## src/rtl/i2c_pkg.sv

```systemverilog
// Shared types and constants for the I2C register target.
// Imported by the target, its interface users and the bench.
package i2c_pkg;

    typedef enum logic [3:0] {
        ST_IDLE,
        ST_ADDR,
        ST_ADDR_ACK,
        ST_SUB,
        ST_SUB_ACK,
        ST_WDATA,
        ST_WDATA_ACK,
        ST_RDATA,
        ST_RACK,
        ST_WAIT_STOP
    } i2c_state_t;

    localparam logic I2C_ACK  = 1'b0;
    localparam logic I2C_NACK = 1'b1;

    localparam logic [6:0] DEF_SLAVE_ADDR = 7'h39;

endpackage

```

## src/rtl/i2c_reg_slave_if.sv

```systemverilog
// Pin and register-port bundle of the I2C register target.
// slave = the target, master = bus driver plus user register logic.
interface i2c_reg_slave_if;

    logic       I2C_SCL_IN;
    logic       I2C_SDA_IN;
    logic       I2C_SDA_OE;
    logic       REG_WR_EN;
    logic [7:0] REG_WR_ADDR;
    logic [7:0] REG_WR_DATA;
    logic [7:0] REG_RD_ADDR;
    logic [7:0] REG_RD_DATA;
    logic       BUSY;

    modport slave (
        input  I2C_SCL_IN, I2C_SDA_IN, REG_RD_DATA,
        output I2C_SDA_OE, REG_WR_EN, REG_WR_ADDR,
        output REG_WR_DATA, REG_RD_ADDR, BUSY
    );

    modport master (
        output I2C_SCL_IN, I2C_SDA_IN, REG_RD_DATA,
        input  I2C_SDA_OE, REG_WR_EN, REG_WR_ADDR,
        input  REG_WR_DATA, REG_RD_ADDR, BUSY
    );

endinterface

```

## src/rtl/i2c_in_filter.sv

```systemverilog
// Synchronizer, glitch filter and edge detect for one I2C pin.
// The level flips only after FILT_LEN consecutive samples disagree.
module i2c_in_filter #(
    parameter int FILT_LEN = 4
) (
    input  logic iCLK,
    input  logic iRST_N,
    input  logic i_pin,
    output logic o_lvl,
    output logic o_rise,
    output logic o_fall
);

    localparam logic [3:0] LIM = 4'(FILT_LEN - 1);

    logic [1:0] r_sync;
    logic [3:0] r_cnt;
    logic       r_lvl;
    logic       r_prev;

    always_ff @(posedge iCLK or negedge iRST_N) begin
        if (!iRST_N) begin
            r_sync <= 2'b11;
            r_cnt  <= 4'd0;
            r_lvl  <= 1'b1;
            r_prev <= 1'b1;
        end else begin
            r_sync <= {r_sync[0], i_pin};
            r_prev <= r_lvl;
            if (r_sync[1] == r_lvl) begin
                r_cnt <= 4'd0;
            end else if (r_cnt == LIM) begin
                r_lvl <= r_sync[1];
                r_cnt <= 4'd0;
            end else begin
                r_cnt <= r_cnt + 4'd1;
            end
        end
    end

    assign o_lvl  = r_lvl;
    assign o_rise = r_lvl & ~r_prev;
    assign o_fall = ~r_lvl & r_prev;

endmodule

```

## src/rtl/i2c_reg_slave.sv

```systemverilog
// I2C register target: [addr, sub, data...] writes and combined reads.
// Oversamples SCL/SDA on iCLK; never stretches the clock.
module i2c_reg_slave
    import i2c_pkg::*;
#(
    parameter logic [6:0] SLAVE_ADDR = DEF_SLAVE_ADDR,
    parameter int         FILT_LEN   = 4
) (
    input  logic            iCLK,
    input  logic            iRST_N,
    i2c_reg_slave_if.slave  bus
);

    logic w_scl, w_scl_rise, w_scl_fall;
    logic w_sda, w_sda_rise, w_sda_fall;
    logic w_start, w_stop;

    i2c_in_filter #(.FILT_LEN(FILT_LEN)) u_scl (
        .iCLK   (iCLK),
        .iRST_N (iRST_N),
        .i_pin  (bus.I2C_SCL_IN),
        .o_lvl  (w_scl),
        .o_rise (w_scl_rise),
        .o_fall (w_scl_fall)
    );

    i2c_in_filter #(.FILT_LEN(FILT_LEN)) u_sda (
        .iCLK   (iCLK),
        .iRST_N (iRST_N),
        .i_pin  (bus.I2C_SDA_IN),
        .o_lvl  (w_sda),
        .o_rise (w_sda_rise),
        .o_fall (w_sda_fall)
    );

    assign w_start = w_sda_fall & w_scl;
    assign w_stop  = w_sda_rise & w_scl;

    i2c_state_t r_state, w_state_nxt;
    logic [3:0] r_cnt, w_cnt_nxt;
    logic [7:0] r_shift, w_shift_nxt;
    logic [7:0] r_ptr, w_ptr_nxt;
    logic       r_oe, w_oe_nxt;
    logic       r_rw, w_rw_nxt;
    logic       r_inc, w_inc_nxt;
    logic       r_wr_en, w_wr_en_nxt;
    logic [7:0] r_wr_addr, w_wr_addr_nxt;
    logic [7:0] r_wr_data, w_wr_data_nxt;
    logic [7:0] w_byte;

    always_ff @(posedge iCLK or negedge iRST_N) begin
        if (!iRST_N) begin
            r_state   <= ST_IDLE;
            r_cnt     <= 4'd0;
            r_shift   <= 8'd0;
            r_ptr     <= 8'd0;
            r_oe      <= 1'b0;
            r_rw      <= 1'b0;
            r_inc     <= 1'b0;
            r_wr_en   <= 1'b0;
            r_wr_addr <= 8'd0;
            r_wr_data <= 8'd0;
        end else begin
            r_state   <= w_state_nxt;
            r_cnt     <= w_cnt_nxt;
            r_shift   <= w_shift_nxt;
            r_ptr     <= w_ptr_nxt;
            r_oe      <= w_oe_nxt;
            r_rw      <= w_rw_nxt;
            r_inc     <= w_inc_nxt;
            r_wr_en   <= w_wr_en_nxt;
            r_wr_addr <= w_wr_addr_nxt;
            r_wr_data <= w_wr_data_nxt;
        end
    end

    // In the ACK states r_oe doubles as the phase: first fall drives, second exits.
    always_comb begin
        w_state_nxt   = r_state;
        w_cnt_nxt     = r_cnt;
        w_shift_nxt   = r_shift;
        w_ptr_nxt     = r_ptr;
        w_oe_nxt      = r_oe;
        w_rw_nxt      = r_rw;
        w_inc_nxt     = 1'b0;
        w_wr_en_nxt   = 1'b0;
        w_wr_addr_nxt = r_wr_addr;
        w_wr_data_nxt = r_wr_data;
        w_byte        = {r_shift[6:0], w_sda};
        if (r_inc) w_ptr_nxt = r_ptr + 8'd1;
        if (w_start) begin
            w_state_nxt = ST_ADDR;
            w_cnt_nxt   = 4'd0;
            w_oe_nxt    = 1'b0;
        end else if (w_stop) begin
            w_state_nxt = ST_IDLE;
            w_oe_nxt    = 1'b0;
        end else begin
            unique case (r_state)
                ST_ADDR: if (w_scl_rise) begin
                    w_shift_nxt = w_byte;
                    w_cnt_nxt   = r_cnt + 4'd1;
                    if (r_cnt == 4'd7) begin
                        w_rw_nxt    = w_sda;
                        w_state_nxt = (r_shift[6:0] == SLAVE_ADDR)
                                    ? ST_ADDR_ACK : ST_IDLE;
                    end
                end
                ST_ADDR_ACK: if (w_scl_fall) begin
                    if (!r_oe) begin
                        w_oe_nxt = 1'b1;
                    end else if (r_rw) begin
                        w_state_nxt = ST_RDATA;
                        w_shift_nxt = bus.REG_RD_DATA;
                        w_oe_nxt    = ~bus.REG_RD_DATA[7];
                        w_cnt_nxt   = 4'd0;
                    end else begin
                        w_state_nxt = ST_SUB;
                        w_oe_nxt    = 1'b0;
                        w_cnt_nxt   = 4'd0;
                    end
                end
                ST_SUB: if (w_scl_rise) begin
                    w_shift_nxt = w_byte;
                    w_cnt_nxt   = r_cnt + 4'd1;
                    if (r_cnt == 4'd7) begin
                        w_ptr_nxt   = w_byte;
                        w_state_nxt = ST_SUB_ACK;
                    end
                end
                ST_SUB_ACK, ST_WDATA_ACK: if (w_scl_fall) begin
                    if (!r_oe) begin
                        w_oe_nxt = 1'b1;
                        if (r_state == ST_WDATA_ACK) begin
                            w_wr_en_nxt   = 1'b1;
                            w_wr_addr_nxt = r_ptr;
                            w_wr_data_nxt = r_shift;
                            w_inc_nxt     = 1'b1;
                        end
                    end else begin
                        w_state_nxt = ST_WDATA;
                        w_oe_nxt    = 1'b0;
                        w_cnt_nxt   = 4'd0;
                    end
                end
                ST_WDATA: if (w_scl_rise) begin
                    w_shift_nxt = w_byte;
                    w_cnt_nxt   = r_cnt + 4'd1;
                    if (r_cnt == 4'd7) w_state_nxt = ST_WDATA_ACK;
                end
                ST_RDATA: begin
                    if (w_scl_rise) begin
                        w_cnt_nxt = r_cnt + 4'd1;
                    end else if (w_scl_fall) begin
                        if (r_cnt == 4'd8) begin
                            w_oe_nxt    = 1'b0;
                            w_state_nxt = ST_RACK;
                        end else begin
                            w_shift_nxt = {r_shift[6:0], 1'b0};
                            w_oe_nxt    = ~r_shift[6];
                        end
                    end
                end
                ST_RACK: begin
                    if (w_scl_rise) begin
                        w_inc_nxt = 1'b1;
                        if (w_sda == I2C_NACK) w_state_nxt = ST_WAIT_STOP;
                    end else if (w_scl_fall) begin
                        w_state_nxt = ST_RDATA;
                        w_shift_nxt = bus.REG_RD_DATA;
                        w_oe_nxt    = ~bus.REG_RD_DATA[7];
                        w_cnt_nxt   = 4'd0;
                    end
                end
                ST_IDLE, ST_WAIT_STOP: ;
                default: w_state_nxt = ST_IDLE;
            endcase
        end
    end

    always_comb begin
        bus.I2C_SDA_OE  = r_oe;
        bus.REG_WR_EN   = r_wr_en;
        bus.REG_WR_ADDR = r_wr_addr;
        bus.REG_WR_DATA = r_wr_data;
        bus.REG_RD_ADDR = r_ptr;
        bus.BUSY        = r_state inside {ST_ADDR_ACK, ST_SUB,
                          ST_SUB_ACK, ST_WDATA, ST_WDATA_ACK,
                          ST_RDATA, ST_RACK};
    end

endmodule

```

## src/flat_wrapper.sv

```systemverilog
// flat-port wrapper written by rule: the top's interface ports become plain ports
module i2c_reg_slave_flat import i2c_pkg::*;
#(
    parameter logic [6:0] SLAVE_ADDR = DEF_SLAVE_ADDR,
    parameter int         FILT_LEN   = 4
)
  (iCLK, iRST_N, bus_I2C_SCL_IN, bus_I2C_SDA_IN, bus_REG_RD_DATA, bus_I2C_SDA_OE, bus_REG_WR_EN, bus_REG_WR_ADDR, bus_REG_WR_DATA, bus_REG_RD_ADDR, bus_BUSY);
  i2c_reg_slave_if bus_i ();
  input  logic iCLK;
  input  logic iRST_N;
  input wire logic [$bits(bus_i.I2C_SCL_IN)-1:0] bus_I2C_SCL_IN;
  input wire logic [$bits(bus_i.I2C_SDA_IN)-1:0] bus_I2C_SDA_IN;
  input wire logic [$bits(bus_i.REG_RD_DATA)-1:0] bus_REG_RD_DATA;
  output wire logic [$bits(bus_i.I2C_SDA_OE)-1:0] bus_I2C_SDA_OE;
  output wire logic [$bits(bus_i.REG_WR_EN)-1:0] bus_REG_WR_EN;
  output wire logic [$bits(bus_i.REG_WR_ADDR)-1:0] bus_REG_WR_ADDR;
  output wire logic [$bits(bus_i.REG_WR_DATA)-1:0] bus_REG_WR_DATA;
  output wire logic [$bits(bus_i.REG_RD_ADDR)-1:0] bus_REG_RD_ADDR;
  output wire logic [$bits(bus_i.BUSY)-1:0] bus_BUSY;
  assign bus_i.I2C_SCL_IN = bus_I2C_SCL_IN;
  assign bus_i.I2C_SDA_IN = bus_I2C_SDA_IN;
  assign bus_i.REG_RD_DATA = bus_REG_RD_DATA;
  assign bus_I2C_SDA_OE = bus_i.I2C_SDA_OE;
  assign bus_REG_WR_EN = bus_i.REG_WR_EN;
  assign bus_REG_WR_ADDR = bus_i.REG_WR_ADDR;
  assign bus_REG_WR_DATA = bus_i.REG_WR_DATA;
  assign bus_REG_RD_ADDR = bus_i.REG_RD_ADDR;
  assign bus_BUSY = bus_i.BUSY;
  i2c_reg_slave #(.SLAVE_ADDR(SLAVE_ADDR), .FILT_LEN(FILT_LEN)) u_core (.iCLK(iCLK), .iRST_N(iRST_N), .bus(bus_i));
endmodule
```

## config.mk

```make
export PLATFORM = sky130hd
export DESIGN_NAME = i2c_reg_slave_flat
export DESIGN_NICKNAME = d
export VERILOG_FILES = /design/src/rtl/i2c_pkg.sv /design/src/rtl/i2c_reg_slave_if.sv /design/src/rtl/i2c_in_filter.sv /design/src/rtl/i2c_reg_slave.sv /design/src/flat_wrapper.sv
export SDC_FILE = /design/constraint.sdc
export NUM_CORES = 1
export LEC_CHECK = 0
export BUFFER_PORTS_ARGS = -buffer_cell sky130_fd_sc_hd__buf_2
export CAP_MARGIN = 0
export CORE_UTILIZATION = 55
export CTS_CLUSTER_DIAMETER = 30
export DETAILED_ROUTE_END_ITERATION = 6
export PLACE_DENSITY = 0.85
export SETUP_SLACK_MARGIN = 0.4
export SLEW_MARGIN = 20
export SYNTH_ARGS = -nofsm -noshare
export SYNTH_HDL_FRONTEND = slang
export SYNTH_HIERARCHICAL = 1
export SYNTH_SLANG_ARGS = --single-unit
```

## constraint.sdc

```tcl
create_clock -name iCLK -period 6.55 [get_ports iCLK]
set_input_delay 1.31 -clock iCLK [delete_from_list [all_inputs] [get_ports iCLK]]
set_output_delay 1.31 -clock iCLK [all_outputs]
set_load 0.01 [all_outputs]
```

# Yosys cells after proc, flatten, opt, wreduce, memory -nomap -nowiden
# Cells that the tools add are included.
# W data, S select, Z words.
[totals]
ff_bits = 60
input_bits = 12
out_inout_bits = 27
wordCells = 178
[classes]
add_sub_neg = 4
eq_ne = 49
muxes = 72
n_bitwise = 17
n_reduce_logical = 18
[ops]
columns = ["operator", "count"]
rows = [
  ["$mux W8", 15],
  ["$mux W4", 29],
  ["$ne A4 B2 Y1 const B", 9],
  ["$pmux W4 S8", 1],
  ["$pmux W8 S4", 1],
  ["$ne A4 B1 Y1 const B", 6],
  ["$mux W1", 21],
  ["$eq A4 B3 Y1 const B", 5],
  ["$eq A4 B2 Y1 const B", 4],
  ["$reduce_and A16 Y1", 1],
  ["$reduce_and A7 Y1", 2],
  ["$add A4 B1 Y4 const B", 3],
  ["$eq A4 B4 Y1 const B", 3],
  ["$ne A2 B2 Y1 const B", 6],
  ["$ne A3 B1 Y1 const B", 4],
  ["$pmux W4 S3", 1],
  ["$reduce_and A12 Y1", 1],
  ["$not A1 Y1", 11],
  ["$ne A5 B3 Y1 const B", 2],
  ["$add A8 B1 Y8 const B", 1],
  ["$ne A2 B1 Y1 const B", 4],
  ["$reduce_bool A4 Y1", 2],
  ["$eq A7 B6 Y1 const B", 1],
  ["$reduce_bool A7 Y1", 1],
  ["other kinds (16)", 26],
]

# Logic depth before layout (Yosys ltp)
[logic_depth]
word_depth = 7
depth_mapped = 8
mapped_depth_nobuf = 7

# By module
# The synthesis kept the hierarchy.
[by_module_without_submodules]
columns = ["mod", "n_inst", "cells_each", "area_each_um2", "seq_area_each_um2"]
rows = [
  ["i2c_reg_slave", 1, 246, 2419.8, 1101.1],
  ["i2c_in_filter (u_core.u_sda)", 1, 23, 331.6, 205.2],
  ["i2c_in_filter (u_core.u_scl)", 1, 23, 325.3, 205.2],
]

# Worst setup path before layout
# OpenSTA, ideal clock, no wires.
[synth_timing]
kind = "register -> output"
from = "register u_core.r_state[2]"
to = "output bus_BUSY"
t_arrival_ns = 1.182
required_time_ns = 5.240
slack_ns = 4.058
stages_incl_launch_ff = 5
path_buffers = 2
path_cell_list = "dfrtp_1 -> clkbuf_1 -> buf_2 -> nor2_1 -> o21ai_0"
[synth_between]
elab_chain_cells = 2
elab_cells_between_ends = 8
classes_between = "eq/ne (7); reduce/logical (1)"
[synth_rtl]
columns = ["element", "line", "rtl"]
rows = [
  ["from (decl)", "i2c_reg_slave.sv:39", "i2c_state_t r_state, w_state_nxt;"],
  ["from (signal assigned)", "i2c_reg_slave.sv:64", "r_state <= w_state_nxt;"],
  ["$eq A4 B2 Y1 (tied with other cells)", "i2c_reg_slave.sv:187", "bus.BUSY = r_state inside {ST_ADDR_ACK, ST_SUB,"],
  ["$reduce_bool A7 Y1 (*)", "i2c_reg_slave.sv:187", ""],
  ["to (decl)", "flat_wrapper.sv:19", "output wire logic [$bits(bus_i.BUSY)-1:0] bus_BUSY;"],
]
# Every way passes the cells marked *; elsewhere a longest branch is shown, timed or not.

# Worst setup path in the final report
# Ends and elaborated chain as after synthesis.

==> run_results.csv <==
group,metric,value,unit
outcome,outcome,"finished clean",
clocking,path_clk_slew,0.07,ns
clocking,cts_hold_buffers,0,
place,numPortBuffers,38,
power,p_leak,0.00162,uW
route,antenna_left,0,
synth,synth-edff-count,0,
worst_hold_path,min-delay-path-class,"reg -> reg",
job,drv_cap,0,
synth,yosys_warnings,6,
floorplan,die_y,76.8,microns
sta,whs,0.355,ns
sta,hold_viol_final,0,
synth,syn_inst,292,
final_layout,drive_gt1_share,29.2,%
floorplan,start_util,58.7,%
clocking,cts_buffer_depth,2,
sta,fin_crit_sh,48.3,%
setup_path,worstPathRequired,5.24,ns
sta,maxSlewHeadroom,39.0,%
route,vias,2346,
clocking,cts_max_level,3,
final_layout,postLayoutCellArea,3470,sq um
synth,synth_top_cell_area_share,42.3,%
final_layout,fin_nets,344,
synth,ys_types,58,
synth,synth_area_per_cell,10.5,sq um
synth,synthArstFlopShare,100,%
sta,rsz0062_at_grt,"no",
sta,final.min_clock_period,3.16,ns
synth,synthTopCellsByArea,"dfrtp_1 42%, mux2_2 9.2%, dfstp_2 6.8%",
synth,yosys.area.top_type,"dfrtp_1",
floorplan,core,5240,sq um
place,hpwl,4.28,mm
sta,setup-tns-final,0,ns
synth,ys_ff_latch,60,
grt,overflow,0,
sta,slew_viol_final,0,
sta,fmax,0.316,GHz
clocking,cts.sinks,60,
setup_path,path_max_fanout,21,
grt,grt_pass1_vias,2235,
synth,yosysSeqAreaShare,49.1,%
grt,grt_pass1_wl,10.6,mm
grt,grt_max_degree,61,
grt,antenna_found_initial,0,
synth,syn-cell-area,3080,sq um
floorplan,io_pins,39,
place,gp_congestion,0.954,
route,wire_per_inst,15.5,microns
clocking,cts_buffers,9,
clocking,cts-root-buf,"clkbuf_8",
power,p_per_area,379,nW/um^2
setup_path,critPathKind,"reg -> out",
floorplan,die_area,5900,sq um
synth,synthFlopType,"dfrtp_1",
grt,track_usage,23.4,%
place,place_area,3290,sq um
sta,timing.final.ws_setup,3.39,ns
clocking,cts_setup_buffers,0,
route,drc,0,
power,totalPowerFinal,1310,uW
final_layout,antenna_cells,0,
sta,skew,0.00668,ns
clocking,worstSkewPairLatency,0.35,ns
sta,worstMarginPinSlew,0.914,ns
synth,syn_nets,309,
power,ir_drop,0.231,mV
sta,setup_violations,0,
setup_path,crit_arrival,1.85,ns
clocking,cts_tree,"yes",
final_layout,syn_to_final_growth,12.7,%
floorplan,rows,26,
floorplan,die_w,76.8,microns
setup_path,critPathLaunchType,"register",
route,detail_route.first_pass.iterations,4,
place,post-place-ws,3.43,ns
route,drt-initial-drc-count,282,
setup_path,crit_path_end_kind,"primary output",
route,viasPerCell,5.84,
final_layout,fill_cells,392,
final_layout,layout_commonest_cell,"dfrtp_1",
final_layout,layout_common_cells,"52 x dfrtp_1, 40 x nand2_1, 38 x buf_2, 25 x mux2_2, 20 x o21ai_0",
route,drt_wl_total,6.24,mm
clocking,cts_resized,0,
==> power breakdown <==
part | switching [uW] | internal, uW | leakage (uW)
clock network | 147 | 146 | 0.0000885
logic | 232 | 207 | 0.000745
registers | 121 | 462 | 0.000782
==> final timing paths <==
kind / start / end / slack, ns / cells after the start
max: u_core/r_state[2] / bus_BUSY / 3.39 / 3
max in group asynchronous: iRST_N / u_core/r_state[0] / 4.95 / 2
min reg2reg: u_core/u_sda/r_sync[0] / u_core/u_sda/r_sync[1] / 0.36 / 0
min: u_core/u_sda/r_sync[0] / u_core/u_sda/r_sync[1] / 0.36 / 0
min in group asynchronous: iRST_N / u_core/bus.REG_WR_ADDR[3] / 1.12 / 2
max reg2reg: u_core/u_scl/o_lvl / u_core/bus.REG_RD_ADDR[3] / 3.41 / 5
==> registers in the layout, summed over array words and instances, names as in the netlist <==
register,count
u_core/bus.I2C_SDA_OE,1
u_core/bus.REG_RD_ADDR,8
u_core/bus.REG_WR_ADDR,8
u_core/bus.REG_WR_DATA,8
u_core/bus.REG_WR_EN,1
u_core/r_cnt,4
u_core/r_inc,1
u_core/r_rw,1
u_core/r_shift,8
u_core/r_state,4
u_core/u_scl/o_lvl,1
u_core/u_scl/r_cnt,4
u_core/u_scl/r_prev,1
u_core/u_scl/r_sync,2
u_core/u_sda/o_lvl,1
u_core/u_sda/r_cnt,4
u_core/u_sda/r_prev,1
u_core/u_sda/r_sync,2
==> synth_stat cells, types with 5 or more instances <==
cell type,number
xnor2_1,6
nor2b_1,8
mux2_2,25
nand2_1,40
clkbuf_1,8
nor2_1,8
a21oi_1,17
a211oi_1,5
ha_1,5
nand3_1,5
nand2b_1,6
o21ai_0,20
nor3_1,5
inv_1,8
dfstp_2,8
dfrtp_1,52
buf_2,5
==> cell families after synthesis <==
| kind of cell | after synthesis | share of synthesized area (%) |
|---|---|---|
| compound gates | 64 | 13.5 |
| buf+inv | 23 | 3.25 |
| simple gates | 102 | 19.2 |
| fa+ha+maj | 5 | 2.03 |
| flops | 60 | 49.1 |
| xor+xnor | 10 | 2.85 |
| mux | 28 | 10.1 |
==> worst max-delay path: stages (launching register included) <==
cell     delay [ns]
dfrtp_1        0.60
or4b_4         0.67
o21ai_0        0.09
buf_2          0.15
==> per-stage QoR <==
step	utilization, %	instances
6_report	66.2	402
5_1_grt	66.2	402
4_1_cts	66.2	402
3_5_place_dp	62.9	386
3_3_place_gp	62.9	386
2_1_floorplan	-	292
==> per-layer routing <==
layer / GRT usage (%) / vias up / share of wire [%] / wire length, microns
li1: - / 1121 / - / -
met1: 29.1 / 1111 / 43 / 2690
met2: 37.1 / 93 / 48 / 2990
met3: 6.31 / 21 / 5.6 / 348
met4: 12.7 / 0 / 3.4 / 214
met5: 0 / - / 0 / 0
==> cell type report <==
class	instances	area [sq um]	area share, %
tap	70	87.6	2.53
multi-input combinational	209	1470	42.2
clock inverter	6	38.8	1.12
sequential	60	1510	43.6
inverter	8	30.0	0.866
timing repair buffer	39	198	5.70
clock buffer	10	138	3.97
Note: power is estimated with default switching activity, not from simulation.
